<file path="src/rtl/reg_bank_sb.sv">
// -----------------------------------------------------------------------------
// reg_bank_sb
//
// Register bank with two registered read ports, one write port, optional
// write-to-read forwarding and a per-register pending-bit scoreboard.
//
// A register is marked pending when a producer is issued for it (issue_en).
// It stops being pending when that producer's result is written back
// (memwrite). The stall output tells the consumer that an operand it is
// asking for (memread) is still waiting for its producer.
//
// Parameters
//   ADDR_W   : register address width, depth = 2**ADDR_W
//   DATA_W   : register data width
//   ZERO_REG : 1 -> register 0 reads as zero, ignores writes, is never pending
//   BYPASS   : 1 -> a write in the same cycle forwards to a matching read
//
// Ports
//   clk        in   clock, all state updates on the rising edge
//   rst_n      in   asynchronous active-low reset
//   dira, dirb in   read addresses, ports A and B
//   dirwrite   in   write address
//   datawrite  in   write data
//   memwrite   in   write enable (also clears pend[dirwrite])
//   memread    in   read enable for both ports
//   issue_en   in   set pend[issue_dir]
//   issue_dir  in   register being marked pending
//   a, b       out  registered read data, one-cycle latency, hold when idle
//   stall      out  combinational, a requested operand is still pending
//   pend_cnt   out  registered number of pending registers
// -----------------------------------------------------------------------------
module reg_bank_sb #(
    parameter int ADDR_W   = 5,
    parameter int DATA_W   = 32,
    parameter int ZERO_REG = 1,
    parameter int BYPASS   = 1
) (
    input  logic              clk,
    input  logic              rst_n,
    input  logic [ADDR_W-1:0] dira,
    input  logic [ADDR_W-1:0] dirb,
    input  logic [ADDR_W-1:0] dirwrite,
    input  logic [DATA_W-1:0] datawrite,
    input  logic              memwrite,
    input  logic              memread,
    input  logic              issue_en,
    input  logic [ADDR_W-1:0] issue_dir,
    output logic [DATA_W-1:0] a,
    output logic [DATA_W-1:0] b,
    output logic              stall,
    output logic [ADDR_W:0]   pend_cnt
);

    localparam int DEPTH = 1 << ADDR_W;

    logic [DATA_W-1:0] mem [DEPTH];
    logic [DEPTH-1:0]  pend;
    logic [DEPTH-1:0]  pend_next;
    logic [ADDR_W:0]   cnt_next;

    logic              zero_a;
    logic              zero_b;
    logic              fwd_a;
    logic              fwd_b;
    logic              wr_ok;
    logic [DATA_W-1:0] rd_a;
    logic [DATA_W-1:0] rd_b;

    // -------------------------------------------------------------------------
    // Address decode shared by the read path and the stall logic
    // -------------------------------------------------------------------------
    always_comb begin
        zero_a = (ZERO_REG != 0) && (dira == '0);
        zero_b = (ZERO_REG != 0) && (dirb == '0);
        // Forwarding only applies to a live write whose address matches.
        fwd_a  = (BYPASS != 0) && memwrite && (dirwrite == dira);
        fwd_b  = (BYPASS != 0) && memwrite && (dirwrite == dirb);
        // Writes to the hard-wired zero register are dropped.
        wr_ok  = memwrite && !((ZERO_REG != 0) && (dirwrite == '0));
    end

    // -------------------------------------------------------------------------
    // Read data selection. The zero-register check sits ahead of forwarding
    // so that a write to register 0 can never leak through the bypass.
    // -------------------------------------------------------------------------
    always_comb begin
        rd_a = mem[dira];
        if (zero_a) begin
            rd_a = '0;
        end else if (fwd_a) begin
            rd_a = datawrite;
        end
    end

    always_comb begin
        rd_b = mem[dirb];
        if (zero_b) begin
            rd_b = '0;
        end else if (fwd_b) begin
            rd_b = datawrite;
        end
    end

    // -------------------------------------------------------------------------
    // Scoreboard next state. The clear is applied before the set so that an
    // issue and a write-back to the same register leave it pending: the new
    // producer supersedes the one being retired.
    // -------------------------------------------------------------------------
    always_comb begin
        pend_next = pend;
        if (memwrite) begin
            pend_next[dirwrite] = 1'b0;
        end
        if (issue_en) begin
            pend_next[issue_dir] = 1'b1;
        end
        if (ZERO_REG != 0) begin
            pend_next[0] = 1'b0;
        end
    end

    // The count is recomputed from the next pending vector rather than being
    // incremented/decremented, so re-issues and redundant clears cannot skew it.
    always_comb begin
        cnt_next = '0;
        for (int i = 0; i < DEPTH; i++) begin
            cnt_next = cnt_next + {{ADDR_W{1'b0}}, pend_next[i]};
        end
    end

    // -------------------------------------------------------------------------
    // Stall: an operand stalls only while a read is requested and its register
    // is pending. An operand satisfied by forwarding this cycle does not stall.
    // -------------------------------------------------------------------------
    always_comb begin
        stall = memread && ((pend[dira] && !fwd_a) || (pend[dirb] && !fwd_b));
    end

    // -------------------------------------------------------------------------
    // State
    // -------------------------------------------------------------------------
    always_ff @(posedge clk or negedge rst_n) begin
        if (!rst_n) begin
            for (int i = 0; i < DEPTH; i++) begin
                mem[i] <= '0;
            end
        end else if (wr_ok) begin
            mem[dirwrite] <= datawrite;
        end
    end

    always_ff @(posedge clk or negedge rst_n) begin
        if (!rst_n) begin
            pend     <= '0;
            pend_cnt <= '0;
        end else begin
            pend     <= pend_next;
            pend_cnt <= cnt_next;
        end
    end

    always_ff @(posedge clk or negedge rst_n) begin
        if (!rst_n) begin
            a <= '0;
            b <= '0;
        end else if (memread) begin
            a <= rd_a;
            b <= rd_b;
        end
    end

endmodule

</file>
<file path="config.mk">
export PLATFORM = sky130hd
export DESIGN_NAME = reg_bank_sb
export DESIGN_NICKNAME = d
export VERILOG_FILES = /design/src/rtl/reg_bank_sb.sv
export SDC_FILE = /design/constraint.sdc
export NUM_CORES = 2
export LEC_CHECK = 0
export BUFFER_PORTS_ARGS = -buffer_cell sky130_fd_sc_hd__clkbuf_2
export CAP_MARGIN = 10
export CELL_PAD_IN_SITES_DETAIL_PLACEMENT = 2
export CELL_PAD_IN_SITES_GLOBAL_PLACEMENT = 2
export CORE_UTILIZATION = 43
export CTS_CLUSTER_DIAMETER = 150
export CTS_CLUSTER_SIZE = 12
export DETAILED_ROUTE_END_ITERATION = 12
export HOLD_SLACK_MARGIN = 0.12
export PLACE_DENSITY = 0.85
export SYNTH_ARGS = -nofsm -noshare
export SYNTH_HDL_FRONTEND = slang
export SYNTH_SLANG_ARGS = --single-unit
</file>
<file path="constraint.sdc">
create_clock -name clk -period 4.9 [get_ports clk]
set_input_delay 0.735 -clock clk [delete_from_list [all_inputs] [get_ports clk]]
set_output_delay 0.735 -clock clk [all_outputs]
set_load 0.1 [all_outputs]
</file>
==> metrics.yaml <==
run_status: "complete, but fails checks"
failing_checks: "negative setup slack"
layout_setup_ws_ps: -521
synthArstFlopShare_pct: 100
hold-path-cell-count: 0
cts_max_level: 3
first_global_vias: 46100
instances_no_fill: 5749
crit_path_max_fo: 3
grt_most_used_layer: "met2"
finish.instance_area_sq_um: 65700
grt.met2_usage_pct: 55.6
antenna_violating_nets_post_route: 0
cts_buffer_depth: 3
ys_ff_latch: 1125
detailedRoute.firstPassIterationCount: 8
top_level_ports: 128
track_usage_pct: 33.7
drt_drc_violations_left: 0
gr_util_met1_pct: 40.4
initial_drc_count: 4198
cts_made_buffers: 103
postSynth.topFlopCell: "sky130_fd_sc_hd__dfrtp_1"
simple_gate_share_of_the_synthesized_area_pct: 2.54
clock_skew_ps: 23.5
placedInstanceArea_sq_um: 62400
number_of_antenna_violations_at_the_first_check_in_global_routing: 7
crit-reg2reg-capture: "pend_cnt[4]"
data_required_time_of_the_critical_path_ps: 5550
via_total_after_detailed_routing: 40000
use_met3_pct: 7.15
die_w_um: 374
vias_per_cell: 6.96
cts_tree: "yes"
period_share_pct: 111
power.ir.vdd_worst_mv: 0.954
finalNetCount: 4033
layout_commonest_cell: "sky130_fd_sc_hd__dfrtp_1"
dp_hpwl_mm: 123
core_region_area_sq_um: 137000
synth-edff-count: 0
synth.net_count: 4030
grt_first_pass_wirelength_mm: 343
final-max-slew-violation-count: 0
min_to: "mem[1021]"
synth.cell_area_sq_um: 59600
insertion_delay_ps: 750
min_path_type: "reg -> reg"
synth.avg_cell_area_sq_um: 15.1
r2r_slack_ps: -200
hold_violations: 0
synth_top_family_by_area: "multiplexers"
placedCellCount: 5594
fraction_of_the_mapped_netlist_area_in_adder_cells_pct: 0.920
die_height_um: 374
yosys_warnings: 0
rsz_0062_raised_after_global_routing: "true"
area.growth.synth_to_final_pct: 10.3
syn_inst: 3943
mostFrequentLayoutCells: "1125 x sky130_fd_sc_hd__dfrtp_1, 993 x sky130_fd_sc_hd__mux2_2, 577 x sky130_fd_sc_hd__mux4_2"
layout.area.seq_sq_um: 28200
muxShareOfSynthArea_pct: 42.0
crit_arrival_ps: 6070
grt_start_max_net_pins: 157
powerDensity_nw_per_um2: 483
synth_compound_area_share_pct: 3.39
r2r.worst_path.cells: 14
leakage_nw: 28.3
r2r_start: "pend[8]"
synthXorXnorAreaFrac_pct: 0.191
hp-start: "mem[1021]"
maxClockFrequency_mhz: 184
cap_violations: 0
cts.sinks: 1125
endpoint_kind: "flip-flop"
ctsRootBufferMaster: "sky130_fd_sc_hd__clkbuf_16"
multiInputGateArea_sq_um: 29600
tightest_pin_transition_ps: 1170
fp-row-count: 136
max_slew_margin_pct: 22.0
postRouteWirelength_mm: 235
gr-total-overflow: 0
initial_core_util_pct: 43.3
fillCellCount: 12400
place_congestion: 0.839
fraction_of_layout_instances_using_a_drive_strength_above_1_pct: 52.6
area_of_the_die_sq_um: 140000
sequential_fraction_of_the_synthesis_area_pct: 47.3
critical_path.most_common_cell: "sky130_fd_sc_hd__fa_1"
cp_slowest_cell: "sky130_fd_sc_hd__fa_2"
timing.critical_path.cells: "buf_8 -> nor2_4 -> nand3_4 -> or3_4 -> a22o_4 -> inv_2 -> fa_1 -> fa_2 -> fa_1 -> fa_1 -> fa_1 -> inv_2 -> fa_1 -> fa_2 -> fa_2 -> a21o_1 -> a21oi_2 -> xnor2_1"
setup.worst_path.class: "in -> reg"
start_kind: "input port"
slowest_delay_ps: 600
clk_pin_slew_worst_paths_ps: 70
finalWorstPathRequiredPeriod_ps: 5420
placement.io_buffers: 127
dr_wl_cell_um: 40.9
count_of_cell_types_in_the_netlist: 50
report.final.setup_viol: 5
## through the flow
step | power (mW) | setup TNS (ps) | hold WS (ps) | util, % | setup slack [ps]
floorplan | 19.7 | -3750 | 439 | - | -878
global placement | 22.2 | -4830 | 376 | 45.4 | -1030
detailed placement | 23.4 | -6460 | 384 | 45.4 | -1340
CTS | 31.4 | -3350 | 399 | 47.7 | -380
global route | 33.0 | -2610 | 414 | 47.8 | -676
finish | 31.7 | -2030 | 395 | 47.8 | -521
## worst max-delay path by stage
stage / startpoint / end / slack (ps) / depth (start not counted)
after global placement: dirwrite[2] / pend_cnt[4] / -1030 / 18
after floorplan: dirwrite[1] / pend_cnt[4] / -880 / 18
final: dirwrite[4] / pend_cnt[4] / -520 / 18
after global routing: issue_dir[3] / pend_cnt[4] / -680 / 17
after detailed placement: dirwrite[3] / pend_cnt[4] / -1340 / 18
after CTS: dirwrite[4] / pend_cnt[4] / -380 / 18
## state kept, by name, summed over array words and instances, names as in the netlist
name	flops
mem	1024
a	32
b	32
pend	31
pend_cnt	6
## power by group
| part | leakage (nW) | internal, mW | total (mW) | switching (mW) |
|---|---|---|---|---|
| logic | 12.6 | 5.58 | 11.2 | 5.63 |
| clock network | 1.33 | 3.79 | 7.54 | 3.75 |
| registers | 14.4 | 11.2 | 13.0 | 1.83 |
## cells in the mapped netlist (3+ instances only)
cell type                      n  share of area [%]
sky130_fd_sc_hd__and3_1        5              0.053
sky130_fd_sc_hd__o21ai_0       7              0.059
sky130_fd_sc_hd__a22o_1       27               0.40
sky130_fd_sc_hd__a2111oi_0     3              0.044
sky130_fd_sc_hd__nand2b_1     33               0.35
sky130_fd_sc_hd__o211ai_1     33               0.42
sky130_fd_sc_hd__buf_2       114               0.96
sky130_fd_sc_hd__nor3_1        3              0.025
sky130_fd_sc_hd__nand4_1       5              0.053
sky130_fd_sc_hd__mux2_2      994                 19
sky130_fd_sc_hd__xor2_1        5              0.074
sky130_fd_sc_hd__or2_2         4              0.042
sky130_fd_sc_hd__nor3b_1       7              0.088
sky130_fd_sc_hd__o21ai_1      32               0.27
sky130_fd_sc_hd__dfrtp_1    1125                 47
sky130_fd_sc_hd__nand3b_1      4              0.050
sky130_fd_sc_hd__buf_6        14               0.26
sky130_fd_sc_hd__a22oi_1      37               0.47
sky130_fd_sc_hd__xnor2_1       8               0.12
sky130_fd_sc_hd__nand2_1     139               0.88
sky130_fd_sc_hd__mux2i_1      84                1.4
sky130_fd_sc_hd__a211oi_1     32               0.40
sky130_fd_sc_hd__buf_1        58               0.37
sky130_fd_sc_hd__a222oi_1     32               0.54
sky130_fd_sc_hd__nor2b_1      39               0.41
sky130_fd_sc_hd__fa_1         23               0.77
sky130_fd_sc_hd__nor2_1       62               0.39
sky130_fd_sc_hd__ha_1          7               0.15
sky130_fd_sc_hd__mux4_2      577                 22
sky130_fd_sc_hd__and3b_1       5              0.074
sky130_fd_sc_hd__a21oi_1      69               0.58
sky130_fd_sc_hd__nand3_1       7              0.059
sky130_fd_sc_hd__clkbuf_1    239                1.5
sky130_fd_sc_hd__inv_1        85               0.54
## worst max-delay path, delay by kind of cell
family | cells | cell delay, ps
AOI/OAI and AO/OA | 3 | 590
xor gates and xnor gates | 1 | 130
adders and majority gates | 8 | 3680
buffers and inverters | 3 | 200
and+or+nand+nor | 3 | 720
## per-layer routing
| layer | vias to the layer above | routed length (um) |
|---|---|---|
| li1 | 15000 | - |
| met1 | 21900 | 85100 |
| met2 | 2340 | 116000 |
| met3 | 828 | 18400 |
| met4 | 6 | 15300 |
| met5 | - | 31 |
## cell type report
type	count	area share (%)
clock buffers	106	4.04
inverters	86	0.497
clock inverters	4	0.0590
repair buffers	325	4.05
flip-flops and latches	1125	42.9
well taps	1794	3.42
diodes	4	0.0152
multi-input cells	2305	45.1
## kinds of logic after synthesis
kind of cell,after synthesis
compound gates,288
xor+xnor,13
fa+ha+maj,30
buf+inv,513
flops,1125
mux,1655
simple gates,319
## repair_timing
action	in CTS	in global routing
buffers inserted	40	4
hold buffers	1	0
resized for setup	27	30
endpoints found under the setup margin	5	38
gates cloned	0	2
pin swaps	13	13
hold endpoints to repair	37	0
(Power assumes the default switching activity.)
